[src/rtl/wb_fib_ctrl.sv]
`timescale 1ns/1ps
// Wishbone register block for a bank of Fibonacci channels: per-channel clock select and
// enable, value readback, a scratch FIFO and three maskable interrupt sources.
module wb_fib_ctrl #(
    parameter logic [31:0] BASE_ADDRESS = 32'h3000_0000,
    parameter int          CHANNELS     = 2,
    parameter int          CLOCK_WIDTH  = 6,
    parameter int          VAL_WIDTH    = 30,
    parameter int          FIFO_DEPTH   = 4
) (
    input  logic                            wb_clk_i,
    input  logic                            wb_rst_ni,
    input  logic                            wbs_stb_i,
    input  logic                            wbs_cyc_i,
    input  logic                            wbs_we_i,
    input  logic [3:0]                      wbs_sel_i,
    input  logic [31:0]                     wbs_adr_i,
    input  logic [31:0]                     wbs_dat_i,
    output logic                            wbs_ack_o,
    output logic [31:0]                     wbs_dat_o,
    input  logic [CHANNELS*VAL_WIDTH-1:0]   chan_val_i,
    output logic [CHANNELS*CLOCK_WIDTH-1:0] clock_op,
    output logic [CHANNELS-1:0]             switch_out,
    output logic [2:0]                      irq_out
);
    localparam int          PTR_W    = $clog2(FIFO_DEPTH);
    localparam int          CNT_W    = PTR_W + 1;
    localparam logic [31:0] LAST_OFF = 32'h24 + 32'(8 * (CHANNELS - 1));
    localparam logic [31:0] NR_VALUE = 32'(8 + 2 * CHANNELS);
    localparam logic [31:0] ID_VALUE = 32'h4669_6232;

    typedef enum logic [3:0] {
        R_NR, R_ID, R_STAT, R_MASK, R_CTRL, R_FIFO, R_FSTAT, R_FLUSH, R_CLOCK, R_VAL, R_HOLE
    } reg_e;

    logic [31:0]            offset;
    logic                   in_window, access, full_wr, writable;
    reg_e                   reg_sel;
    logic [1:0]             chan_sel;
    logic [31:0]            rd_data, dat_d;

    logic [CHANNELS-1:0]    switch_q;
    logic [CLOCK_WIDTH-1:0] clock_q [CHANNELS];
    logic [2:0]             irq_mask_q, irq_stat;
    logic                   ovf_q, wrap_q, ovf_evt, wrap_evt;
    logic [1:0]             stat_clr;
    logic [CHANNELS-1:0]    msb_now, msb_q;

    logic [31:0]            fifo_mem [FIFO_DEPTH];
    logic [PTR_W-1:0]       wr_ptr, rd_ptr;
    logic [CNT_W-1:0]       count;
    logic                   fifo_empty, fifo_full, push, pop, push_ok, pop_ok, flush;

    // A new access is only taken while ack is low, so back-to-back cycles alternate.
    assign offset    = wbs_adr_i - BASE_ADDRESS;
    assign in_window = (wbs_adr_i >= BASE_ADDRESS) && (offset <= LAST_OFF);
    assign access    = wbs_stb_i && wbs_cyc_i && !wbs_ack_o && in_window;
    assign full_wr   = wbs_we_i && (wbs_sel_i == 4'hF);
    assign chan_sel  = offset[4:3];

    // NOTE: every signal assigned in always_comb gets a default first so no latch is inferred.
    always_comb begin
        reg_sel = R_HOLE;
        if (offset[1:0] == 2'b00) begin
            if (offset[7:5] == 3'b001) begin
                reg_sel = offset[2] ? R_VAL : R_CLOCK;
            end else if (offset[7:5] == 3'b000) begin
                case (offset[4:2])
                    3'd0: reg_sel = R_NR;
                    3'd1: reg_sel = R_ID;
                    3'd2: reg_sel = R_STAT;
                    3'd3: reg_sel = R_MASK;
                    3'd4: reg_sel = R_CTRL;
                    3'd5: reg_sel = R_FIFO;
                    3'd6: reg_sel = R_FSTAT;
                    3'd7: reg_sel = R_FLUSH;
                endcase
            end
        end
    end

    assign fifo_empty = (count == '0);
    assign fifo_full  = (count == CNT_W'(FIFO_DEPTH));
    assign irq_stat   = {wrap_q, ovf_q, !fifo_empty};

    always_comb begin
        rd_data = '0;
        case (reg_sel)
            R_NR:    rd_data = NR_VALUE;
            R_ID:    rd_data = ID_VALUE;
            R_STAT:  rd_data[2:0] = irq_stat;
            R_MASK:  rd_data[2:0] = irq_mask_q;
            R_CTRL:  rd_data[CHANNELS-1:0] = switch_q;
            R_FIFO:  if (!fifo_empty) rd_data = fifo_mem[rd_ptr];
            R_FSTAT: rd_data = {16'(count), 14'b0, fifo_full, fifo_empty};
            R_CLOCK, R_VAL: begin
                for (int n = 0; n < CHANNELS; n++) begin
                    if (chan_sel == 2'(n)) begin
                        rd_data = (reg_sel == R_CLOCK) ? 32'(clock_q[n])
                                                       : 32'(chan_val_i[n*VAL_WIDTH +: VAL_WIDTH]);
                    end
                end
            end
            default: rd_data = '0;
        endcase
    end

    assign writable = reg_sel inside {R_STAT, R_MASK, R_CTRL, R_FIFO, R_FLUSH, R_CLOCK};
    assign dat_d    = wbs_we_i ? {31'b0, full_wr && writable} : rd_data;

    assign push     = access && full_wr && (reg_sel == R_FIFO);
    assign pop      = access && !wbs_we_i && (reg_sel == R_FIFO);
    assign flush    = access && full_wr && (reg_sel == R_FLUSH);
    assign push_ok  = push && !fifo_full;
    assign pop_ok   = pop && !fifo_empty;
    assign ovf_evt  = (push && fifo_full) || (pop && fifo_empty);
    assign stat_clr = (access && full_wr && (reg_sel == R_STAT)) ? wbs_dat_i[2:1] : 2'b00;

    always_comb begin
        msb_now = '0;
        for (int n = 0; n < CHANNELS; n++) msb_now[n] = chan_val_i[n*VAL_WIDTH + VAL_WIDTH - 1];
    end
    assign wrap_evt = |(msb_q & ~msb_now & switch_q);

    always_ff @(posedge wb_clk_i or negedge wb_rst_ni) begin
        if (!wb_rst_ni) begin
            wbs_ack_o <= 1'b0;
            wbs_dat_o <= '0;
        end else begin
            wbs_ack_o <= access;
            if (access) wbs_dat_o <= dat_d;
        end
    end

    always_ff @(posedge wb_clk_i or negedge wb_rst_ni) begin
        if (!wb_rst_ni) begin
            switch_q   <= '1;
            irq_mask_q <= '0;
            for (int n = 0; n < CHANNELS; n++) clock_q[n] <= CLOCK_WIDTH'(1);
        end else if (access && full_wr) begin
            case (reg_sel)
                R_MASK:  irq_mask_q <= wbs_dat_i[2:0];
                R_CTRL:  switch_q   <= wbs_dat_i[CHANNELS-1:0];
                R_CLOCK: begin
                    for (int n = 0; n < CHANNELS; n++) begin
                        if (chan_sel == 2'(n)) clock_q[n] <= wbs_dat_i[CLOCK_WIDTH-1:0];
                    end
                end
                default: ;
            endcase
        end
    end

    // Sticky sources: a set event in the same cycle as a W1C clear wins.
    always_ff @(posedge wb_clk_i or negedge wb_rst_ni) begin
        if (!wb_rst_ni) begin
            msb_q   <= '0;
            ovf_q   <= 1'b0;
            wrap_q  <= 1'b0;
            irq_out <= '0;
        end else begin
            msb_q   <= msb_now;
            ovf_q   <= ovf_evt  || (ovf_q  && !stat_clr[0]);
            wrap_q  <= wrap_evt || (wrap_q && !stat_clr[1]);
            irq_out <= irq_stat & irq_mask_q;
        end
    end

    always_ff @(posedge wb_clk_i or negedge wb_rst_ni) begin
        if (!wb_rst_ni) begin
            wr_ptr <= '0;
            rd_ptr <= '0;
            count  <= '0;
        end else if (flush) begin
            wr_ptr <= '0;
            rd_ptr <= '0;
            count  <= '0;
        end else if (push_ok) begin
            wr_ptr <= wr_ptr + PTR_W'(1);
            count  <= count + CNT_W'(1);
        end else if (pop_ok) begin
            rd_ptr <= rd_ptr + PTR_W'(1);
            count  <= count - CNT_W'(1);
        end
    end

    // NOTE: the storage array has no reset; the pointers and count alone define its contents.
    always_ff @(posedge wb_clk_i) begin
        if (push_ok) fifo_mem[wr_ptr] <= wbs_dat_i;
    end

    always_comb begin
        clock_op = '0;
        for (int n = 0; n < CHANNELS; n++) clock_op[n*CLOCK_WIDTH +: CLOCK_WIDTH] = clock_q[n];
    end
    assign switch_out = switch_q;

endmodule

[config.mk]
export PLATFORM = sky130hd
export DESIGN_NAME = wb_fib_ctrl
export DESIGN_NICKNAME = d
export VERILOG_FILES = /design/src/rtl/wb_fib_ctrl.sv
export SDC_FILE = /design/constraint.sdc
export NUM_CORES = 1
export LEC_CHECK = 0
export ABC_CLOCK_PERIOD_IN_PS = 5110
export CORE_MARGIN = 3
export CORE_UTILIZATION = 43
export DETAILED_ROUTE_END_ITERATION = 10
export GPL_ROUTABILITY_DRIVEN = 0
export PLACE_DENSITY_LB_ADDON = 0.05
export SETUP_SLACK_MARGIN = 0.5
export SYNTH_ARGS = -nofsm -noshare
export SYNTH_HDL_FRONTEND = slang
export SYNTH_SLANG_ARGS = --single-unit
[constraint.sdc]
create_clock -name wb_clk_i -period 5.11 [get_ports wb_clk_i]
set_input_delay 1.022 -clock wb_clk_i [delete_from_list [all_inputs] [get_ports wb_clk_i]]
set_output_delay 1.022 -clock wb_clk_i [all_outputs]
set_load 0.005 [all_outputs]
## Yosys cells after proc, flatten, opt, wreduce, memory -nomap -nowiden

Memories as Yosys holds them, arrays and structs flattened.
Cells that the tools add are included.

| storage, ports and cells | value |
|---|---|
| logic and storage cells | 107 |
| memories | 2 |
| input port bits | 133 |
| register bits | 64 |
| memory bits (read-only) | 24 |
| output and inout bits | 50 |
| RAM bits | 128 |

| cells by class | value |
|---|---|
| $add $sub $neg | 5 |
| mux-type cells | 24 |
| reduce and logical (&&, ||, !) cells | 43 |
| magnitude comparators | 2 |
| equal/unequal tests | 14 |
| bitwise gates (word level) | 4 |

Memories:

| memory | words | bits a word | rd ports | clocked after memory_dff | write ports | RTL line | text |
|---|---|---|---|---|---|---|---|
| fifo_mem | 4 | 32 | 1 | 0 | 1 | 49 | `logic [31:0] fifo_mem [FIFO_DEPTH];` |
| (no name shown) | 8 | 3 | 1 | 0 | 0 | 68 | `case (offset[4:2])` |

Operators by type and width:

| cell | count |
|---|---|
| case mux 29 bit (5 select lines) | 1 |
| two-way mux 30 bit | 4 |
| two-way mux 32 bit | 2 |
| greater-or-equal comparator 32 x 30 -> 1 bit, second input constant | 1 |
| less-or-equal comparator 32 x 6 -> 1 bit, second input constant | 1 |
| subtractor 32 x 30 -> 32 bit, second input constant | 1 |
| logical AND 1 bit | 18 |
| == test 4 x 3 -> 1 bit, second input constant | 4 |
| case mux 2 bit (7 select lines) | 1 |
| == test 4 bit, second input constant | 3 |
| two-way mux 2 bit | 6 |
| two-way mux 4 bit | 3 |
| two-way mux 3 bit | 3 |
| == test 4 x 2 -> 1 bit, second input constant | 2 |
| logical NOT 1 bit | 6 |
| logical NOT 3 bit | 2 |
| AND reduction 2 bit | 3 |
| AND reduction 3 bit | 2 |
| nonzero test 6 bit | 1 |
| case mux 1 bit (5 select lines) | 1 |
| adder 2 x 1 -> 2 bit, second input constant | 2 |
| bitwise AND 2 bit | 2 |
| == test 4 x 1 -> 1 bit, second input constant | 1 |
| logical NOT 2 bit | 2 |
| 14 further kinds | 20 |

## Depth between registers and ports, before layout

Gate-level depths: netlist of the first run.

| depth | value |
|---|---|
| word-level depth | 11 |
| depth in mapped cells | 10 |
| mapped depth without buffers | 8 |

## Least setup slack after synthesis of the first run

OpenSTA, ideal clock, no wires.

| timing path | value |
|---|---|
| path kind | input port to flip-flop |
| start | in wbs_adr_i[1] |
| end | mem fifo_mem[0][0] (enable) |
| setup time | 392 ps |
| slack | 1296 ps |
| data arrival time | 3422 ps |
| cell stages on the path | 6 |
| required time | 4718 ps |
| buffers on the path | 1 |
| cells stage by stage | or4_4 > buf_6 > or3_4 > a211o_4 > nor2_8 > and2_1 |

| between the ends | value |
|---|---|
| word-level cells in the longest chain between the ends | 10 |
| elaborated cells on any way between the ends | 19 |
| those cells by class | add/sub: 1; order compare: 2; eq/ne: 2; mux: 6; reduce/logical: 7; memory: 1 |

RTL lines:

| what | RTL line | text |
|---|---|---|
| start: declaration | 17 | `input logic [31:0] wbs_adr_i,` |
| parallel branches: the longest is 6 deep, another holds subtractor 32 x 30 -> 32 bit | - |  |
| logical AND 1 bit (*) | 111 | `assign push = access && full_wr && (reg_sel == R_FIFO);` |
| logical AND 1 bit (*) | 114 | `assign push_ok = push && !fifo_full;` |
| two-way mux 1 bit (*) | 189 | `if (push_ok) fifo_mem[wr_ptr] <= wbs_dat_i;` |
| two-way mux 1 bit (implied by the code) (*) | 189 |  |
| end: declaration | 49 |  |

Mark *: on every way between the ends.

## Final worst setup path of the first run

| timing path | value |
|---|---|
| start | in wbs_stb_i |
| end | mem fifo_mem[0][10] (enable) |

| between the ends | value |
|---|---|
| word-level cells in the longest chain between the ends | 8 |

RTL lines:

| what | RTL line | text |
|---|---|---|
| start: declaration | 13 | `input logic wbs_stb_i,` |
| logical AND 1 bit (3 in series) | 57 | `assign access = wbs_stb_i && wbs_cyc_i && !wbs_ack_o && in_window;` |
| logical AND 1 bit (2 in series) | 111 |  |
| logical AND 1 bit | 114 |  |
| two-way mux 1 bit | 189 |  |
| two-way mux 1 bit (implied by the code) | 189 |  |

Every way passes these cells.

==> summary.md, run 1 <==
| Metric | Value |
|---|---|
| Clock latency on the worst-skew pair | 430 ps |
| Distinct cells, synth | 63 |
| Antenna-violating nets left | 0 |
| Post-CTS setup buffer count | 0 |
| Slew margin rel. | 38.8% |
| Crit path arrival time | 3920 ps |
| Die X | 145 µm |
| Post_cts resized | 0 |
| Routed WL | 22.3 mm |
| Ys flop type | edfxtp_1 |
| Min cycle time layout | 3790 ps |
| Critical Path Start | wbs_stb_i |
| Router iterations before antenna repair | 5 |
| Critical path cell sequence | clkdlybuf4s50_1, nor4bb_1, nand4_1, or3_2, nor2_8, and2_2, buf_12 |
| Most common cell after layout, fill and taps aside | clkdlybuf4s50_1 |
| Clock root buffer | clkbuf_16 |
| RSZ-0062 raised after global routing | false |
| N_diodes | 0 |
| Sequential-to-total area share from yosys stat | 65.2% |
| Crit path required time | 5240 ps |
| Post-Place Worst Slack | 829 ps |
| Drt drc | 0 |
| CTS tree | yes |
| Wirelength per Cell | 22.5 µm |
| CP max-delay cell | or3_2 |
| Status | completed |
| Tot GR Track Use | 21.5% |
| Post-Syn Area | 0.00836 mm² |
| Hold Path End | wbs_dat_o[1]$_DFFE_PN0P_ |
| Startpoint of the worst register-to-register path | wbs_ack_o$_DFF_PN0_ |
| DR vias | 5556 |
| Hold WC Path Type | flop to flop |
| WHS | 492 ps |
| Synth Register Bits | 192 |
| CTS max path bufs | 2 |
| Min-delay src | wbs_dat_o[1]$_DFFE_PN0P_ |
| Pwr Total | 3.18 mW |
| Largest net degree at the start of global routing | 65 |
| Final period util | 74.2% |
| Worst Setup Path Type | input port to flop |
| EDFF count, synth | 128 |
| H-tree Lvls | 4 |
| Syn. warnings | 0 |
| Leakage dissipation | 3.98 nW |
| Die Span Y | 145 µm |
| Ports | 183 |
| Global-route wire length before repair | 34.7 mm |
| Vias/cell | 5.61 |
| Port-buffer cells | 182 |
| IR drop worst, VDD | 0.000231 V |
| R2r setup slk | 1980 ps |
| Crit end category | flop |
| Sink Count | 192 |
| CP max stage delay | 920 ps |
| CP Launch Type | input port |
| Setup TNS | 0 ps |
| Full die area | 0.0211 mm² |
| Crit path max fanout | 30 |
| Total CTS buffers | 17 |
| Syn avg cell area | 15.6 µm² |
| Max frequency | 0.264 GHz |
| Initial DRC Count | 499 |
| Power Density | 287 mW/mm² |
| Initial Util | 44.2% |
| Final setup vio count | 0 |
| Ys async rst share | 33.3% |
| PnR worst setup slack | 1320 ps |
| Final #Nets | 856 |
| Initial antenna violation count | 0 |
| Core Rows | 50 |
| Share of cells above drive strength 1 | 16.6% |
| Syn Nets | 673 |
| Reg-to-reg endpoint | fifo_mem[0][10]$_DFFE_PP_ |
| Fin. Hold Viols | 0 |
| Number of global-route vias before repair | 5908 |
| Hpwl dp | 15.3 mm |
| Final Max Tran Viols | 0 |
| CTS Hold Bufs | 0 |
| Worst r2r path cells | 6 |
| Worst Max-Slew Pin Slew | 918 ps |
| Cells after Synth | 535 |
| Hold path depth | 2 |
| Core Box Area | 0.0189 mm² |
| Filler cells | 1533 |
| Setup Skew | 9.34 ps |
| Area grow syn2layout | 32.9% |
| Most frequent cells in the layout | clkdlybuf4s50_1, edfxtp_1, dfrtp_1 |
| Worst-path clk slew | 70 ps |
| Max-cap violation count | 0 |
| Total grt overflow | 0 |
[state kept, by name, summed over array words and instances, names as in the netlist]
signal and count:
wbs_dat_o 32, msb_q 2, count 3, clock_op 12, rd_ptr 2, wrap_q 1
switch_out 2, ovf_q 1, fifo_mem 128, wr_ptr 2, wbs_ack_o 1, irq_mask_q 3
irq_out 3
[synthesized netlist by cell type, types with 9 or more instances]
cell type	instances	area, µm²
clkbuf_1	23	86.3
mux2_2	15	169
mux2i_1	27	270
nor2_1	16	60.1
dfrtp_1	60	1500
mux4_2	32	721
a22oi_1	20	150
inv_1	10	37.5
nor3_1	9	45.0
a22o_1	12	105
o21ai_0	19	95.1
nand2_1	29	109
edfxtp_1	128	3840
[cells by family after synthesis]
family / count (synthesis) / synth area share [%]
buffers and inverters: 43 / 2.08
adder cells (fa/ha/maj): 5 / 0.839
flip-flops: 192 / 65.2
XOR/XNOR: 5 / 0.524
multiplexers: 82 / 15.0
AND/OR/NAND/NOR: 106 / 7.53
AO/OA/AOI/OAI: 102 / 8.79
[report_power, final]
group,switching (mW),internal [mW]
logic,0.0815,0.113
registers,0.000586,1.66
clock network,0.630,0.699
total,0.712,2.47
[critical path: cells and delay by family]
kind          cells  cell delay, ps
simple gates      5            2190
buf+inv           2             680
[layer usage]
layer	vias to the layer above	track usage, %	routed length, µm
met5	-	0	0
met4	0	6.65	418
met3	27	4.58	1430
met2	232	34.3	10800
met1	2809	30.0	9720
li1	2488	-	-
[stage by stage]
step                      util, %  cells  instance area [µm²]
after floorplan                 -    535                 8360
after global placement       55.6    959                10500
after detailed placement     55.6    959                10500
after CTS                    58.8    991                11100
after global routing         58.8    991                11100
final                        58.8    991                11100
[layout make-up]
| cell class | instances | area (µm²) | share of cell area (%) |
|---|---|---|---|
| sequential | 192 | 5450 | 49.1 |
| clock inverter | 15 | 176 | 1.59 |
| tap | 260 | 325 | 2.93 |
| timing repair buffer | 197 | 1950 | 17.6 |
| inverter | 10 | 37.5 | 0.338 |
| multi-input combinational | 300 | 2740 | 24.6 |
| clock buffer | 17 | 425 | 3.83 |
[worst max-delay path by stage]
stage / to / slack (ps) / cells past startpoint
after floorplan: fifo_mem[0][0]$_DFFE_PP_ / 1300 / 6
after global placement: fifo_mem[0][0]$_DFFE_PP_ / 890 / 7
after detailed placement: fifo_mem[0][0]$_DFFE_PP_ / 830 / 7
after CTS: fifo_mem[0][10]$_DFFE_PP_ / 1280 / 7
after global routing: wrap_q$_DFF_PN0_ / 1130 / 9
final: fifo_mem[0][10]$_DFFE_PP_ / 1320 / 7
No activity file was read; power rests on OpenSTA's default activity.
==> inputs of run 2 (changes only) <==
- ABC_CLOCK_PERIOD_IN_PS: 5110 -> 3800
- clock period: 5.11 -> 3.8 ns (I/O delays scaled with it)
==> run 2 against run 1 <==
Via count is 0.59% higher. Power is 35% higher. Design area is 1.3% higher. Core utilization is 0.74 points higher. Register-to-register slack worse by 880 ps. Combinational power is 36% higher. Final cell count is 1.0% higher. Clock skew is 0.98 ps higher. Highest routed layer unchanged.
==> summary.md, run 2 (synthesis gave the netlist of run 1 again) <==
| Metric | Value |
|---|---|
| Initial antenna violation count | 1 (+1) |
| RSZ-0062 raised after global routing | false |
| Worst Max-Slew Pin Slew | 887 ps (-30.9 ps) |
| Largest net degree at the start of global routing | 65 (unchanged) |
| Crit path required time | 4110 ps (-1130 ps) |
| Total grt overflow | 0 (unchanged) |
| CTS max path bufs | 2 (unchanged) |
| Final setup vio count | 0 (unchanged) |
| Final period util | 85.0% |
| Status | completed |
| Wirelength per Cell | 22.7 µm (+0.65%) |
| CTS Hold Bufs | 0 (unchanged) |
| Full die area | 0.0211 mm² (unchanged) |
| Ports | 183 (unchanged) |
| Fin. Hold Viols | 0 (unchanged) |
| Power Density | 381 mW/mm² (+33%) |
| Max frequency | 0.310 GHz |
| Core Box Area | 0.0189 mm² (unchanged) |
| Drt drc | 0 (unchanged) |
| Most frequent cells in the layout | clkdlybuf4s50_1, edfxtp_1, dfrtp_1 |
| Sink Count | 192 (unchanged) |
| H-tree Lvls | 4 (unchanged) |
| Crit path max fanout | 8 (-73%) |
| DR vias | 5589 (+0.59%) |
| Initial Util | 44.2% (unchanged) |
| Antenna-violating nets left | 0 (unchanged) |
| Routed WL | 22.7 mm (+1.7%) |
| Global-route wire length before repair | 35.1 mm (+1.2%) |
| CP Launch Type | input port |
| Total CTS buffers | 17 (unchanged) |
| WHS | 440 ps (-52.8 ps) |
| Clock root buffer | clkbuf_16 |
| Most common cell after layout, fill and taps aside | clkdlybuf4s50_1 |
| Max reg flops | 128 (unchanged) |
| Die Span Y | 145 µm (unchanged) |
| Final #Nets | 865 (+1.1%) |
| Crit path arrival time | 3540 ps (-380 ps) |
| Final Max Tran Viols | 0 (unchanged) |
| Hpwl dp | 16.1 mm (+5.0%) |
| Biggest register | fifo_mem |
| IR drop worst, VDD | 0.000368 V (+60%) |
| Die X | 145 µm (unchanged) |
| Crit end category | flop |
| Share of cells above drive strength 1 | 17.8% (+1.3 points) |
| Number of global-route vias before repair | 5858 (-0.85%) |
| Area grow syn2layout | 34.6% |
| Worst Setup Path Type | input port to flop |
| Filler cells | 1485 (-3.1%) |
| Max-cap violation count | 0 (unchanged) |
| Vias/cell | 5.58 (-0.41%) |
| Clock latency on the worst-skew pair | 430 ps (about the same) |
| Setup TNS | 0 ps (unchanged) |
| Hold WC Path Type | input port to asynchronous set/reset pin |
| Worst-path clk slew | 70 ps (about the same) |
| Router iterations before antenna repair | 5 (unchanged) |
| CTS tree | yes |
| Initial DRC Count | 467 (-6.4%) |
| Setup Skew | 10.3 ps (+0.980 ps) |
| Port-buffer cells | 182 (unchanged) |
| Tot GR Track Use | 21.7% (+0.25 points) |
| Slew margin rel. | 40.8% (+2.1 points) |
| Leakage dissipation | 4.04 nW (+1.7%) |
| Core Rows | 50 (unchanged) |
| Min cycle time layout | 3230 ps |
-- run 2: changes by cell type in the layout (fill, tap and decap cells not counted), moves of 2 or more --
cell | before | now
buf_12 | 2 | 8
buf_4 | 14 | 17
clkinv_2 | 1 | 4
clkinv_8 | 3 | 0
clkinv_4 | 3 | 1
inv_6 | 2 | 4
inv_8 | 3 | 1
-- run 2: routing by layer --
| layer | vias to the layer above | track usage [%] | share of wire (%) |
|---|---|---|---|
| met5 | - | 0 | 0 |
| met4 | 0 | 7.31 | 2.3 |
| met1 | 2824 | 29.2 | 43 |
| li1 | 2502 | - | - |
| met3 | 32 | 5.23 | 5.9 |
| met2 | 231 | 35.2 | 49 |
-- run 2: path summary, 6_finish.rpt --
kind | from | end | slack [ps] | cells past startpoint
worst max-delay path | wbs_adr_i[1] | count[1]$_DFFE_PN0P_ | 570 | 7
worst min-delay path | wb_rst_ni | irq_out[2]$_DFF_PN0_ | 440 | 1
worst max register to register | wbs_ack_o$_DFF_PN0_ | count[1]$_DFFE_PN0P_ | 1100 | 7
worst min register to register | irq_mask_q[1]$_DFFE_PN0P_ | irq_out[1]$_DFF_PN0_ | 490 | 1
max in group asynchronous | wb_rst_ni | rd_ptr[0]$_DFFE_PN0P_ | 2720 | 1
min in group wb_clk_i | irq_mask_q[1]$_DFFE_PN0P_ | irq_out[1]$_DFF_PN0_ | 490 | 1
-- run 2: cell type report --
| type | instances | area [µm²] | share of cell area [%] |
|---|---|---|---|
| inverters | 10 | 37.5 | 0.334 |
| well taps | 260 | 325 | 2.89 |
| multi-input cells | 300 | 2740 | 24.4 |
| diodes | 1 | 2.50 | 0.0223 |
| clock buffers | 18 | 439 | 3.91 |
| clock inverters | 14 | 150 | 1.34 |
| repair buffers | 206 | 2090 | 18.6 |
| flip-flops and latches | 192 | 5450 | 48.5 |
-- run 2: report_power, final --
group          internal (mW)  switching, mW
combinational          0.154          0.112
clock                  0.996          0.788
sequential              2.23       0.000916
-- run 2: critical path: stages --
cell	delay [ps]
clkdlybuf4s50_1	480
or4_4	580
or3_4	460
a211o_4	380
nor2_8	140
fa_2	460
a211oi_1	290
-- run 2: per-stage QoR --
step                instance area, µm²  power [mW]  std cells  utilization (%)  setup slack, ps
floorplan                         8360        2.35        535                -              580
global placement                 10600        2.54        967             56.3              190
detailed placement               10600        2.55        967             56.3              157
CTS                              11200        4.31        999             59.4              598
global route                     11200        4.42       1001             59.5              539
finish                           11200        4.28       1001             59.5              570
-- run 2: what timing repair did --
item                       4_1_cts  5_1_grt
setup endpoints to repair        0        7
gates resized for setup          0        2
buffers inserted                 0        1
